**config.mk**
```make
export PLATFORM = sky130hd
export DESIGN_NAME = alu_exec_unit_flat
export DESIGN_NICKNAME = d
export VERILOG_FILES = /design/src/rtl/alu_pkg.sv /design/src/rtl/alu_exec_unit_if.sv /design/src/rtl/alu_muldiv_iter.sv /design/src/rtl/alu_exec_unit.sv /design/src/flat_wrapper.sv
export SDC_FILE = /design/constraint.sdc
export NUM_CORES = 1
export LEC_CHECK = 0
export CAP_MARGIN = 15
export CORE_UTILIZATION = 43
export CTS_CLUSTER_DIAMETER = 50
export DETAILED_ROUTE_END_ITERATION = 7
export HOLD_SLACK_MARGIN = 0.15
export PLACE_DENSITY = 0.65
export SETUP_SLACK_MARGIN = 0.02
export SYNTH_ARGS = -nofsm -noshare
export SYNTH_HDL_FRONTEND = slang
export SYNTH_SLANG_ARGS = --single-unit
```
**constraint.sdc**
```tcl
create_clock -name clk -period 1.95 [get_ports clk]
set_clock_uncertainty 0.05 [all_clocks]
set_input_delay 0.2925 -clock clk [delete_from_list [all_inputs] [get_ports clk]]
set_output_delay 0.2925 -clock clk [all_outputs]
set_load 0.05 [all_outputs]
```
**src/rtl/alu_pkg.sv**
```systemverilog
`default_nettype none
// +------------------------------------------------------------------------+
// | Module  : alu_pkg                                                      |
// | Brief   : ALU function codes, ALUOp and funct7 encodings, FSM states.  |
// | Revision: 1.0  initial release                                         |
// +------------------------------------------------------------------------+
package alu_pkg;

  localparam logic [1:0] ALUOP_MEM    = 2'b00;
  localparam logic [1:0] ALUOP_BRANCH = 2'b01;
  localparam logic [1:0] ALUOP_RTYPE  = 2'b10;
  localparam logic [1:0] ALUOP_ITYPE  = 2'b11;

  localparam logic [6:0] F7_BASE   = 7'b0000000;
  localparam logic [6:0] F7_ALT    = 7'b0100000;
  localparam logic [6:0] F7_MULDIV = 7'b0000001;

  // Low eight codes follow funct3 so base and M ops decode by concatenation.
  typedef enum logic [4:0] {
    FN_ADD    = 5'd0,
    FN_SLL    = 5'd1,
    FN_SLT    = 5'd2,
    FN_SLTU   = 5'd3,
    FN_XOR    = 5'd4,
    FN_SRL    = 5'd5,
    FN_OR     = 5'd6,
    FN_AND    = 5'd7,
    FN_MUL    = 5'd8,
    FN_MULH   = 5'd9,
    FN_MULHSU = 5'd10,
    FN_MULHU  = 5'd11,
    FN_DIV    = 5'd12,
    FN_DIVU   = 5'd13,
    FN_REM    = 5'd14,
    FN_REMU   = 5'd15,
    FN_SUB    = 5'd16,
    FN_SRA    = 5'd17
  } alu_fn_e;

  typedef enum logic [1:0] {
    ST_IDLE = 2'd0,
    ST_BUSY = 2'd1,
    ST_DONE = 2'd2
  } alu_state_e;

  function automatic alu_fn_e base_fn(input logic [2:0] f3);
    return alu_fn_e'({2'b00, f3});
  endfunction

  function automatic alu_fn_e md_fn(input logic [2:0] f3);
    return alu_fn_e'({2'b01, f3});
  endfunction

endpackage
`default_nettype wire

```
**src/rtl/alu_exec_unit_if.sv**
```systemverilog
`default_nettype none
// +------------------------------------------------------------------------+
// | Module  : alu_exec_unit_if                                             |
// | Brief   : Operation/result handshake bundle of the execute unit.       |
// | Revision: 1.0  initial release                                         |
// +------------------------------------------------------------------------+
interface alu_exec_unit_if #(
  parameter int XLEN = 32
);
  logic            in_valid;
  logic            in_ready;
  logic [1:0]      alu_op;
  logic [2:0]      funct3;
  logic [6:0]      funct7;
  logic [XLEN-1:0] op_a;
  logic [XLEN-1:0] op_b;
  logic            out_valid;
  logic            out_ready;
  logic [XLEN-1:0] result;
  logic            zero;
  logic            illegal;

  modport master (
    output in_valid, alu_op, funct3, funct7, op_a, op_b, out_ready,
    input  in_ready, out_valid, result, zero, illegal
  );

  modport slave (
    input  in_valid, alu_op, funct3, funct7, op_a, op_b, out_ready,
    output in_ready, out_valid, result, zero, illegal
  );
endinterface
`default_nettype wire

```
**src/rtl/alu_muldiv_iter.sv**
```systemverilog
`default_nettype none
// +------------------------------------------------------------------------+
// | Module  : alu_muldiv_iter                                              |
// | Brief   : Iterative shift-add multiplier / restoring divider, XLEN     |
// |           steps per op. Present only when ALU_MULDIV_EN is defined.    |
// | Revision: 1.0  initial release                                         |
// +------------------------------------------------------------------------+
`ifdef ALU_MULDIV_EN
module alu_muldiv_iter
  import alu_pkg::*;
#(
  parameter int XLEN = 32
) (
  input  logic            clk,
  input  logic            rst,
  input  logic            start_i,
  input  alu_fn_e         fn_i,
  input  logic [XLEN-1:0] a_i,
  input  logic [XLEN-1:0] b_i,
  output logic            done_o,
  output logic [XLEN-1:0] result_o
);

  localparam int            CW   = $clog2(XLEN);
  localparam logic [CW-1:0] LAST = CW'(XLEN - 1);

  alu_fn_e           fn_q;
  logic              busy_q, div_q, neg_q, neg_rem_q, div0_q, ovf_q;
  logic [CW-1:0]     cnt_q;
  logic [2*XLEN-1:0] acc_q;
  logic [XLEN-1:0]   m_q, a_q;

  logic              w_div, w_sa, w_sb, w_a_neg, w_b_neg, w_ovf, w_ge;
  logic [XLEN-1:0]   w_a_mag, w_b_mag, w_diff, w_quot, w_rem;
  logic [XLEN:0]     w_mul_sum, w_rem_sh;
  logic [2*XLEN-1:0] w_mul_nxt, w_div_nxt, w_acc_nxt, w_prod;

  // Both engines run on magnitudes; signs are re-applied on the final step.
  assign w_div   = fn_i inside {FN_DIV, FN_DIVU, FN_REM, FN_REMU};
  assign w_sa    = fn_i inside {FN_MULH, FN_MULHSU, FN_DIV, FN_REM};
  assign w_sb    = fn_i inside {FN_MULH, FN_DIV, FN_REM};
  assign w_a_neg = w_sa & a_i[XLEN-1];
  assign w_b_neg = w_sb & b_i[XLEN-1];
  assign w_a_mag = w_a_neg ? -a_i : a_i;
  assign w_b_mag = w_b_neg ? -b_i : b_i;
  assign w_ovf   = w_sb & (a_i == {1'b1, {(XLEN-1){1'b0}}}) & (&b_i);

  assign w_mul_sum = {1'b0, acc_q[2*XLEN-1:XLEN]} + {1'b0, (acc_q[0] ? m_q : '0)};
  assign w_mul_nxt = {w_mul_sum, acc_q[XLEN-1:1]};

  assign w_rem_sh  = acc_q[2*XLEN-1:XLEN-1];
  assign w_ge      = (w_rem_sh >= {1'b0, m_q});
  assign w_diff    = w_rem_sh[XLEN-1:0] - m_q;
  assign w_div_nxt = {(w_ge ? w_diff : w_rem_sh[XLEN-1:0]), acc_q[XLEN-2:0], w_ge};

  assign w_acc_nxt = div_q ? w_div_nxt : w_mul_nxt;
  assign w_prod    = neg_q ? -w_acc_nxt : w_acc_nxt;
  assign w_quot    = w_acc_nxt[XLEN-1:0];
  assign w_rem     = w_acc_nxt[2*XLEN-1:XLEN];

  assign done_o = busy_q && (cnt_q == LAST);

  always_ff @(posedge clk or posedge rst) begin
    if (rst) begin
      fn_q      <= FN_MUL;
      busy_q    <= 1'b0;
      div_q     <= 1'b0;
      neg_q     <= 1'b0;
      neg_rem_q <= 1'b0;
      div0_q    <= 1'b0;
      ovf_q     <= 1'b0;
      cnt_q     <= '0;
      acc_q     <= '0;
      m_q       <= '0;
      a_q       <= '0;
    end else if (start_i) begin
      fn_q      <= fn_i;
      busy_q    <= 1'b1;
      div_q     <= w_div;
      neg_q     <= w_a_neg ^ w_b_neg;
      neg_rem_q <= w_a_neg;
      div0_q    <= (b_i == '0);
      ovf_q     <= w_ovf;
      cnt_q     <= '0;
      acc_q     <= {{XLEN{1'b0}}, (w_div ? w_a_mag : w_b_mag)};
      m_q       <= w_div ? w_b_mag : w_a_mag;
      a_q       <= a_i;
    end else if (busy_q) begin
      acc_q <= w_acc_nxt;
      cnt_q <= cnt_q + 1'b1;
      if (cnt_q == LAST) busy_q <= 1'b0;
    end
  end

  always_comb begin
    result_o = '0;
    case (fn_q)
      FN_MUL:                      result_o = w_prod[XLEN-1:0];
      FN_MULH, FN_MULHSU, FN_MULHU: result_o = w_prod[2*XLEN-1:XLEN];
      FN_DIV:  result_o = div0_q ? '1 : (ovf_q ? a_q : (neg_q ? -w_quot : w_quot));
      FN_DIVU: result_o = div0_q ? '1 : w_quot;
      FN_REM:  result_o = div0_q ? a_q : (ovf_q ? '0 : (neg_rem_q ? -w_rem : w_rem));
      FN_REMU: result_o = div0_q ? a_q : w_rem;
      default: result_o = '0;
    endcase
  end

endmodule
`endif
`default_nettype wire

```
**src/rtl/alu_exec_unit.sv**
```systemverilog
`default_nettype none
// +------------------------------------------------------------------------+
// | Module  : alu_exec_unit                                                |
// | Brief   : Registered RV32I execute stage: ALUOp decode, ALU, handshake |
// |           FSM. ALU_MULDIV_EN adds the iterative M extension.           |
// | Revision: 1.0  initial release                                         |
// +------------------------------------------------------------------------+
module alu_exec_unit
  import alu_pkg::*;
#(
  parameter int XLEN = 32
) (
  input  logic           clk,
  input  logic           rst,
  alu_exec_unit_if.slave bus
);

  localparam int SHW = $clog2(XLEN);

  alu_state_e      state_q, state_d;
  logic [XLEN-1:0] result_q;
  logic            zero_q, illegal_q;

  alu_fn_e         w_fn;
  logic            w_illegal, w_is_md, w_in_ready, w_load_base, w_load_md;
  logic            w_md_done;
  logic [XLEN-1:0] w_alu, w_base_res, w_md_result;
  logic [SHW-1:0]  w_shamt;

  assign w_shamt = bus.op_b[SHW-1:0];

  always_comb begin
    w_fn      = FN_ADD;
    w_illegal = 1'b0;
    w_is_md   = 1'b0;
    case (bus.alu_op)
      ALUOP_MEM:    w_fn = FN_ADD;
      ALUOP_BRANCH: w_fn = FN_SUB;
      ALUOP_RTYPE: begin
        case (bus.funct7)
          F7_BASE: w_fn = base_fn(bus.funct3);
          F7_ALT: begin
            if (bus.funct3 == 3'b000)      w_fn = FN_SUB;
            else if (bus.funct3 == 3'b101) w_fn = FN_SRA;
            else                           w_illegal = 1'b1;
          end
`ifdef ALU_MULDIV_EN
          F7_MULDIV: begin
            w_fn    = md_fn(bus.funct3);
            w_is_md = 1'b1;
          end
`endif
          default: w_illegal = 1'b1;
        endcase
      end
      default: begin
        // I-type: funct7 is immediate bits except for the shift encodings.
        w_fn = base_fn(bus.funct3);
        if (bus.funct3 == 3'b001) begin
          if (bus.funct7 != F7_BASE) w_illegal = 1'b1;
        end else if (bus.funct3 == 3'b101) begin
          if (bus.funct7 == F7_ALT)        w_fn = FN_SRA;
          else if (bus.funct7 != F7_BASE) w_illegal = 1'b1;
        end
      end
    endcase
  end

  always_comb begin
    w_alu = '0;
    case (w_fn)
      FN_ADD:  w_alu = bus.op_a + bus.op_b;
      FN_SUB:  w_alu = bus.op_a - bus.op_b;
      FN_SLL:  w_alu = bus.op_a << w_shamt;
      FN_SRL:  w_alu = bus.op_a >> w_shamt;
      FN_SRA:  w_alu = $signed(bus.op_a) >>> w_shamt;
      FN_SLT:  w_alu = {{(XLEN-1){1'b0}}, ($signed(bus.op_a) < $signed(bus.op_b))};
      FN_SLTU: w_alu = {{(XLEN-1){1'b0}}, (bus.op_a < bus.op_b)};
      FN_XOR:  w_alu = bus.op_a ^ bus.op_b;
      FN_OR:   w_alu = bus.op_a | bus.op_b;
      FN_AND:  w_alu = bus.op_a & bus.op_b;
      default: w_alu = '0;
    endcase
  end

  assign w_base_res = w_illegal ? '0 : w_alu;

`ifdef ALU_MULDIV_EN
  alu_muldiv_iter #(
    .XLEN(XLEN)
  ) u_muldiv (
    .clk      (clk),
    .rst      (rst),
    .start_i  (bus.in_valid & w_in_ready & w_is_md),
    .fn_i     (w_fn),
    .a_i      (bus.op_a),
    .b_i      (bus.op_b),
    .done_o   (w_md_done),
    .result_o (w_md_result)
  );
`else
  assign w_md_done   = 1'b0;
  assign w_md_result = '0;
`endif

  always_comb begin
    state_d    = state_q;
    w_in_ready = 1'b0;
    w_load_md  = 1'b0;
    case (state_q)
      ST_IDLE: begin
        w_in_ready = 1'b1;
        if (bus.in_valid) state_d = w_is_md ? ST_BUSY : ST_DONE;
      end
      ST_BUSY: begin
        if (w_md_done) begin
          state_d   = ST_DONE;
          w_load_md = 1'b1;
        end
      end
      ST_DONE: begin
        w_in_ready = bus.out_ready;
        if (bus.out_ready) begin
          if (bus.in_valid) state_d = w_is_md ? ST_BUSY : ST_DONE;
          else              state_d = ST_IDLE;
        end
      end
      default: state_d = ST_IDLE;
    endcase
    w_load_base = bus.in_valid & w_in_ready & ~w_is_md;
  end

  always_ff @(posedge clk or posedge rst) begin
    if (rst) begin
      state_q   <= ST_IDLE;
      result_q  <= '0;
      zero_q    <= 1'b0;
      illegal_q <= 1'b0;
    end else begin
      state_q <= state_d;
      if (w_load_base) begin
        result_q  <= w_base_res;
        zero_q    <= (w_base_res == '0);
        illegal_q <= w_illegal;
      end else if (w_load_md) begin
        result_q  <= w_md_result;
        zero_q    <= (w_md_result == '0);
        illegal_q <= 1'b0;
      end
    end
  end

  assign bus.in_ready  = w_in_ready;
  assign bus.out_valid = (state_q == ST_DONE);
  assign bus.result    = result_q;
  assign bus.zero      = zero_q;
  assign bus.illegal   = illegal_q;

endmodule
`default_nettype wire

```
**src/flat_wrapper.sv**
```systemverilog
// flat-port wrapper written by rule: the top's interface ports become plain ports
module alu_exec_unit_flat import alu_pkg::*;
#(
  parameter int XLEN = 32
)
  (clk, rst, bus_in_valid, bus_alu_op, bus_funct3, bus_funct7, bus_op_a, bus_op_b, bus_out_ready, bus_in_ready, bus_out_valid, bus_result, bus_zero, bus_illegal);
  alu_exec_unit_if #(.XLEN(XLEN)) bus_i ();
  input  logic clk;
  input  logic rst;
  input wire logic [$bits(bus_i.in_valid)-1:0] bus_in_valid;
  input wire logic [$bits(bus_i.alu_op)-1:0] bus_alu_op;
  input wire logic [$bits(bus_i.funct3)-1:0] bus_funct3;
  input wire logic [$bits(bus_i.funct7)-1:0] bus_funct7;
  input wire logic [$bits(bus_i.op_a)-1:0] bus_op_a;
  input wire logic [$bits(bus_i.op_b)-1:0] bus_op_b;
  input wire logic [$bits(bus_i.out_ready)-1:0] bus_out_ready;
  output wire logic [$bits(bus_i.in_ready)-1:0] bus_in_ready;
  output wire logic [$bits(bus_i.out_valid)-1:0] bus_out_valid;
  output wire logic [$bits(bus_i.result)-1:0] bus_result;
  output wire logic [$bits(bus_i.zero)-1:0] bus_zero;
  output wire logic [$bits(bus_i.illegal)-1:0] bus_illegal;
  assign bus_i.in_valid = bus_in_valid;
  assign bus_i.alu_op = bus_alu_op;
  assign bus_i.funct3 = bus_funct3;
  assign bus_i.funct7 = bus_funct7;
  assign bus_i.op_a = bus_op_a;
  assign bus_i.op_b = bus_op_b;
  assign bus_i.out_ready = bus_out_ready;
  assign bus_in_ready = bus_i.in_ready;
  assign bus_out_valid = bus_i.out_valid;
  assign bus_result = bus_i.result;
  assign bus_zero = bus_i.zero;
  assign bus_illegal = bus_i.illegal;
  alu_exec_unit #(.XLEN(XLEN)) u_core (.clk(clk), .rst(rst), .bus(bus_i));
endmodule
```
==> flow_metrics.py, run 1 <==
metrics = {
    "cells_and_area": {
        "n_antenna_cell": 0,
        "layout_commonest_cell": "buf_4",
        "area_delta_synth_final_pct": 87.4,
        "drive_gt1_share_pct": 53.9,
        "stdcell_area_um2": 22200,
        "nNetsFinal": 2609,
        "final_cell_mix": "buf_4 (708), nand2_1 (144), nor2_1 (140), buf_6 (106), a21oi_1 (83)",
    },
    "placed_design": {
        "place_congestion": 1.11,
        "port_buffers": 115,
        "place_hpwl_mm": 57.3,
        "placed_area_um2": 18700,
    },
    "outcome": {
        "violations": "DRC, setup timing",
        "status": "finished, violations left",
    },
    "yosys": {
        "syn_area_um2": 11800,
        "synth_area_per_cell_um2": 7.33,
        "synth-seq-area-share_pct": 7.39,
        "yosysTopAreaCell": "mux4_2",
        "yosysUniqueCellTypes": 86,
        "ys_seq_elements": 35,
        "netlist_instances": 1615,
        "synth_edf_count": 0,
        "ys_dominant_reg_cell": "dfrtp_1",
        "async_flop_share_pct": 100,
        "synth_nets": 1797,
        "synth_warnings": 0,
        "synth_top_cells_by_area": "mux4_2 (13%), ha_1 (11%), dfrtp_1 (7.4%)",
        "yosysTopAreaCellShare_pct": 12.6,
    },
    "timing": {
        "period_share_pct": 189,
        "slew_viol_final": 0,
        "max_slew_margin_pct": 56.5,
        "period_needed_ps": 3690,
        "final.setup.worst_slack_ps": -1740,
        "setup_violations": 34,
        "tightest_slew_ps": 636,
        "hold_violations": 0,
        "grt_setup_unrepaired": "yes",
        "fmax_mhz": 271,
    },
    "worst_setup_path": {
        "crit_arrival_ps": 3840,
        "cp-end-kind": "flip-flop",
        "cp_common_cell": "buf_12",
        "crit_buf_inv": 4,
        "startpoint_type": "input port",
        "path_max_fanout": 8,
        "path_delay_family": "compound AO/OA/AOI/OAI gates",
        "required_ps": 2100,
        "slowest_stage": "mux4_2",
        "crit_type": "in2reg",
        "slowest_delay_ps": 610,
        "path_cells": "buf_12 -> buf_12 -> buf_6 -> mux4_2 -> a22o_4 -> a41o_4 -> a21oi_2 -> nand2_1 -> a221o_1 -> o41ai_4 -> buf_4 -> o211ai_1 -> nor4_2 -> nand4b_1 -> o31ai_2",
    },
    "clocking": {
        "clockBufferDepth": 2,
        "clk_latency_ps": 290,
        "htree_num_levels": 2,
        "clkTransAtPathRegs_ps": 50,
        "clockRootBuffer": "clkbuf_16",
        "clkSinkCount": 35,
        "cts_buffers": 5,
        "hold_buffers": 0,
        "cts_tree": "yes",
    },
    "drt": {
        "drcViolationCount": 6,
        "viasPerCell": 6.81,
        "vias": 18900,
        "wl_per_cell_um": 27.9,
        "drtAntennaViolNets": 0,
        "dr.pass1.iters": 8,
        "drtIter0Drc": 3152,
        "routed_wl_mm": 77.2,
    },
    "floorplan": {
        "boundaryPins": 116,
        "die_x_um": 168,
        "die_h_um": 168,
        "initial_core_util_pct": 43.9,
        "die_area_um2": 28200,
        "row_count": 60,
        "fp.coreArea_um2": 27000,
    },
    "global_routing": {
        "grt_usage_pct": 51.5,
        "grt_pass1_wl_mm": 110,
        "grt_pass1_vias": 17900,
        "grt_max_degree": 48,
        "antenna_found_initial": 1,
        "gr-total-overflow": 0,
    },
    "run": {
        "maxCapViolCount": 0,
    },
    "power_and_ir_drop": {
        "p_leak_nw": 9.85,
        "power_mw": 9.61,
        "ir_worst_vdd_uv": 585,
        "power_density_nw_per_um2": 433,
    },
    "hold_path": {
        "hold_class": "in2async",
    },
}
[final timing paths]
path,from,end,cells after the start,slack [ps]
setup / recovery,bus_op_b[0],u_core.bus.zero$_DFFE_PP0P_,15,-1740
hold / removal,rst,u_core.bus.result[31]$_DFFE_PP0P_,3,370
setup reg to reg,u_core.state_q[1]$_DFFE_PP0P_,u_core.bus.zero$_DFFE_PP0P_,8,-310
hold reg to reg,u_core.bus.result[29]$_DFFE_PP0P_,u_core.bus.result[29]$_DFFE_PP0P_,2,420
max in group asynchronous,rst,u_core.state_q[1]$_DFFE_PP0P_,3,1110
min in group clk,u_core.bus.result[29]$_DFFE_PP0P_,u_core.bus.result[29]$_DFFE_PP0P_,2,420
[through the flow]
step	instances	setup TNS, ps	worst slack (ps)	util (%)	hold WS [ps]
floorplan	1615	-30800	-1770	-	351
detailed placement	2654	-64390	-2750	69.3	419
finish	2769	-38340	-1740	82.4	367
global placement	2654	-62360	-2650	69.3	411
CTS	2742	-33900	-1630	79.4	378
global route	2769	-38870	-1760	82.4	445
[where the power goes]
part | internal (mW) | switching, mW | leakage [nW] | total [mW]
sequential | 0.870 | 0.0787 | 0.444 | 0.949
combinational | 3.55 | 4.26 | 9.33 | 7.80
clock | 0.544 | 0.315 | 0.0772 | 0.859
[cell families after synthesis]
group | after synthesis | share of synthesized area, %
compound gates | 548 | 32.4
xor+xnor | 19 | 1.41
buf+inv | 239 | 7.97
mux | 140 | 19.0
fa+ha+maj | 102 | 10.9
simple gates | 532 | 20.9
flops | 35 | 7.39
[cell usage after synthesis (23+ instances only)]
master / number
dfrtp_1: 35
o211ai_1: 26
nor2_1: 161
nand2_1: 155
nand3_1: 44
inv_1: 98
mux4_2: 66
clkbuf_1: 103
a21oi_1: 115
a211oi_1: 32
ha_1: 100
nor3_1: 45
o21ai_0: 97
o31ai_1: 27
mux2i_1: 53
a31oi_1: 23
[worst register-to-register path, stage by stage (launching register included)]
cell      delay, ps
dfrtp_2         400
nand2b_2         80
nand2_1         110
a311oi_2        290
nand4_1         220
a2111o_1        460
nor4_2          160
nand4b_1        150
o31ai_2         240
[final cells by class]
cell class,count,area [um2]
inverter,103,424
fill,1719,4760
clock buffer,8,156
tap,341,427
timing repair buffer,941,7890
multi-input combinational,1341,12400
sequential,35,877
[sequential cells by signal, indices dropped and copies added, names as in the netlist]
register and cells:
u_core.state_q 1, u_core.bus.result 32, u_core.bus.illegal 1, u_core.bus.zero 1
[metal layers]
metal  GRT usage (%)  up-vias  wire length, um
li1                -     7784                -
met1            64.2     8803            27500
met2            76.6     1745            31600
met3            15.3      517            10800
met4            35.2        2             7240
met5               0        -               18
[what timing repair did]
action / CTS / global route
gates cloned: 4 / 0
setup endpoints to repair: 34 / 34
pin swaps: 155 / 105
buffers inserted: 88 / 39
gates resized for setup: 571 / 142
No activity file was read; power rests on OpenSTA's default activity.
==> run 2: changes to the inputs <==
--- a/config.mk
+++ b/config.mk
@@ -6,12 +6,16 @@
 export NUM_CORES = 1
 export LEC_CHECK = 0
 export CAP_MARGIN = 15
-export CORE_UTILIZATION = 43
+export CELL_PAD_IN_SITES_DETAIL_PLACEMENT = 0
+export CELL_PAD_IN_SITES_GLOBAL_PLACEMENT = 2
+export CORE_UTILIZATION = 31
+export CTS_BUF_LIST = sky130_fd_sc_hd__clkbuf_4 sky130_fd_sc_hd__clkbuf_8 sky130_fd_sc_hd__clkbuf_16
 export CTS_CLUSTER_DIAMETER = 50
 export DETAILED_ROUTE_END_ITERATION = 7
 export HOLD_SLACK_MARGIN = 0.15
-export PLACE_DENSITY = 0.65
+export PLACE_DENSITY_LB_ADDON = 0.1
 export SETUP_SLACK_MARGIN = 0.02
 export SYNTH_ARGS = -nofsm -noshare
 export SYNTH_HDL_FRONTEND = slang
+export SYNTH_HIERARCHICAL = 1
 export SYNTH_SLANG_ARGS = --single-unit
==> run 2 against run 1 <==
The flow finishes with violations (setup timing); setup slack gained 140 ps; global-route usage shrank 14 points; non-clock buffer count shrank 57; sequential cell count is the same; sequential power shrank 0.7%; critical path type unchanged.
==> flow_metrics.py, run 2 <==
metrics = {
    "global_routing": {
        "grt_usage_pct": 37.6,
        "gr-total-overflow": 0,
        "grt_pass1_wl_mm": 107,
        "antenna_found_initial": 0,
        "grt_max_degree": 41,
        "grt_pass1_vias": 16700,
    },
    "floorplan": {
        "row_count": 70,
        "die_area_um2": 38100,
        "die_h_um": 195,
        "fp.coreArea_um2": 36700,
        "initial_core_util_pct": 31.5,
        "die_x_um": 195,
        "boundaryPins": 116,
    },
    "worst_setup_path": {
        "ff2ff_setup_slack_ps": -550,
        "cp_common_cell": "a21oi_1",
        "path_max_fanout": 8,
        "startpoint_type": "input port",
        "crit_arrival_ps": 3720,
        "cp-end-kind": "flip-flop",
        "path_cells": "dlygate4sd2_1 -> buf_6 -> buf_4 -> inv_1 -> ha_4 -> a21oi_1 -> o21ai_0 -> a21oi_1 -> o21bai_1 -> a21o_1 -> nor3_1 -> nand3b_1 -> a21oi_4 -> a2111o_1 -> or4_4 -> o21ai_1",
        "crit_type": "in2reg",
        "slowest_delay_ps": 540,
        "slowest_stage": "or4_4",
        "required_ps": 2110,
    },
    "drt": {
        "dr.pass1.iters": 6,
        "drcViolationCount": 0,
        "drtIter0Drc": 1590,
        "wl_per_cell_um": 25.9,
        "drtAntennaViolNets": 0,
        "viasPerCell": 5.95,
        "vias": 16900,
        "routed_wl_mm": 73.6,
    },
    "clocking": {
        "cts_tree": "yes",
        "clkTransAtPathRegs_ps": 50,
        "htree_num_levels": 2,
        "clk_latency_ps": 280,
        "hold_buffers": 0,
        "clockBufferDepth": 2,
        "clockRootBuffer": "clkbuf_16",
        "cts_buffers": 5,
        "clkSinkCount": 35,
    },
    "yosys": {
        "syn_area_um2": 11600,
        "synth_area_per_cell_um2": 7.18,
        "yosysTopAreaCell": "ha_1",
        "ys_seq_elements": 35,
        "synth_warnings": 6,
        "synth-seq-area-share_pct": 7.57,
        "netlist_instances": 1611,
        "yosysMostFrequentCell": "nand2_1",
        "synth_common_cells": "nand2_1 (178), nor2_1 (145), a21oi_1 (123), o21ai_0 (103), ha_1 (97)",
        "yosysTopAreaCellShare_pct": 10.5,
        "async_flop_share_pct": 100,
        "yosysUniqueCellTypes": 91,
        "synth_edf_count": 0,
        "synth_top_cells_by_area": "ha_1 (10%), mux4_2 (9.7%), dfrtp_1 (7.6%)",
        "synth_nets": 1790,
        "ys_dominant_reg_cell": "dfrtp_1",
    },
    "run": {
        "maxCapViolCount": 0,
    },
    "cells_and_area": {
        "drive_gt1_share_pct": 54.5,
        "largest_reg_flops": 32,
        "nNetsFinal": 2549,
        "layout_commonest_cell": "buf_4",
        "fill_cells": 3352,
        "area_delta_synth_final_pct": 90.0,
        "stdcell_area_um2": 22000,
        "postLayoutCoreUtil_pct": 59.9,
        "final_cell_mix": "buf_4 (633), nand2_1 (156), nor2_1 (124), buf_6 (115), a21oi_1 (83)",
        "n_antenna_cell": 0,
    },
    "hold_path": {
        "hold_class": "in2async",
    },
    "power_and_ir_drop": {
        "ir_worst_vdd_uv": 281,
        "power_density_nw_per_um2": 411,
        "p_leak_nw": 9.58,
        "power_mw": 9.05,
    },
    "timing": {
        "hold_violations": 0,
        "tightest_slew_ps": 697,
        "period_share_pct": 182,
        "fin_setup_tns_ps": -30280,
        "setup_violations": 33,
        "final.setup.worst_slack_ps": -1610,
        "max_slew_margin_pct": 53.2,
        "grt_setup_unrepaired": "yes",
        "period_needed_ps": 3560,
        "slew_viol_final": 0,
        "whs_ps": 380,
        "fmax_mhz": 281,
    },
    "placed_design": {
        "port_buffers": 115,
        "placed_area_um2": 18100,
        "place_hpwl_mm": 57.9,
        "place_congestion": 1.01,
    },
    "outcome": {
        "violations": "setup timing",
        "status": "finished, violations left",
    },
}
-- run 2: cell count changes after synthesis, sizes merged, moves of 9 or more --
cell / change
nor2: -15
nor3: -11
nand2: +23
clkbuf: -15
buf: +13
a21oi: +9
mux4: -16
o21bai: +9
o31ai: -17
-- run 2: power by group --
part | switching, mW | internal (mW)
Combinational | 3.98 | 3.38
Clock | 0.272 | 0.472
Sequential | 0.0772 | 0.864
Total | 4.33 | 4.72
-- run 2: cell type report --
cell class | instances | area [um2] | area share [%]
inverters | 99 | 419 | 1.91
well taps | 468 | 586 | 2.66
flip-flops and latches | 35 | 876 | 3.98
repair buffers | 884 | 7590 | 34.5
multi-input cells | 1345 | 12400 | 56.3
clock buffers | 6 | 133 | 0.603
-- run 2: metal layers --
metal / global-route usage (%) / routed length (um) / vias to the layer above
li1: - / - / 7625
met1: 49.0 / 30700 / 8309
met2: 59.0 / 32800 / 789
met3: 8.83 / 6460 / 148
met4: 16.7 / 3700 / 0
met5: 0 / 0 / -
-- run 2: path summary, 6_finish.rpt --
| path | startpoint | to | depth (start not counted) |
|---|---|---|---|
| worst max-delay path | bus_op_a[23] | u_core/bus.zero$_DFFE_PP0P_ | 16 |
| worst min-delay path | rst | u_core/bus.result[31]$_DFFE_PP0P_ | 3 |
| worst max register to register | u_core/state_q[1]$_DFFE_PP0P_ | u_core/bus.zero$_DFFE_PP0P_ | 11 |
| worst min register to register | u_core/bus.result[29]$_DFFE_PP0P_ | u_core/bus.result[29]$_DFFE_PP0P_ | 2 |
| max in group asynchronous | rst | u_core/bus.result[15]$_DFFE_PP0P_ | 3 |
| min in group clk | u_core/bus.result[29]$_DFFE_PP0P_ | u_core/bus.result[29]$_DFFE_PP0P_ | 2 |
-- run 2: kinds of logic (layout without fill, tap and decap cells) --
logic type	Yosys count	in the layout	share of synthesized area (%)
AOI/OAI and AO/OA	563	564	33.3
adders and majority gates	99	99	10.8
buffers and inverters	233	989	8.27
xor gates and xnor gates	14	14	1.06
DFF	35	35	7.57
and+or+nand+nor	536	537	21.9
muxes	131	131	17.1
-- run 2: repair_timing --
item	in CTS	in global routing
pin swaps	184	84
endpoints found under the setup margin	34	34
gates resized for setup	690	116
setup buffers	120	36
gates cloned	5	1
-- run 2: stage by stage --
stage          setup WS (ps)  instances
3_5_place_dp           -2500       2700
3_3_place_gp           -2520       2700
6_report               -1610       2837
4_1_cts                -1630       2812
5_1_grt                -1680       2837
2_1_floorplan          -1810       1611
-- run 2: critical path: cells and delay by family --
kind                     cells  cell delay (ps)
AO/OA/AOI/OAI                8             1630
AND/OR/NAND/NOR              3              890
buffers and inverters        4              640
adder cells (fa/ha/maj)      1              260
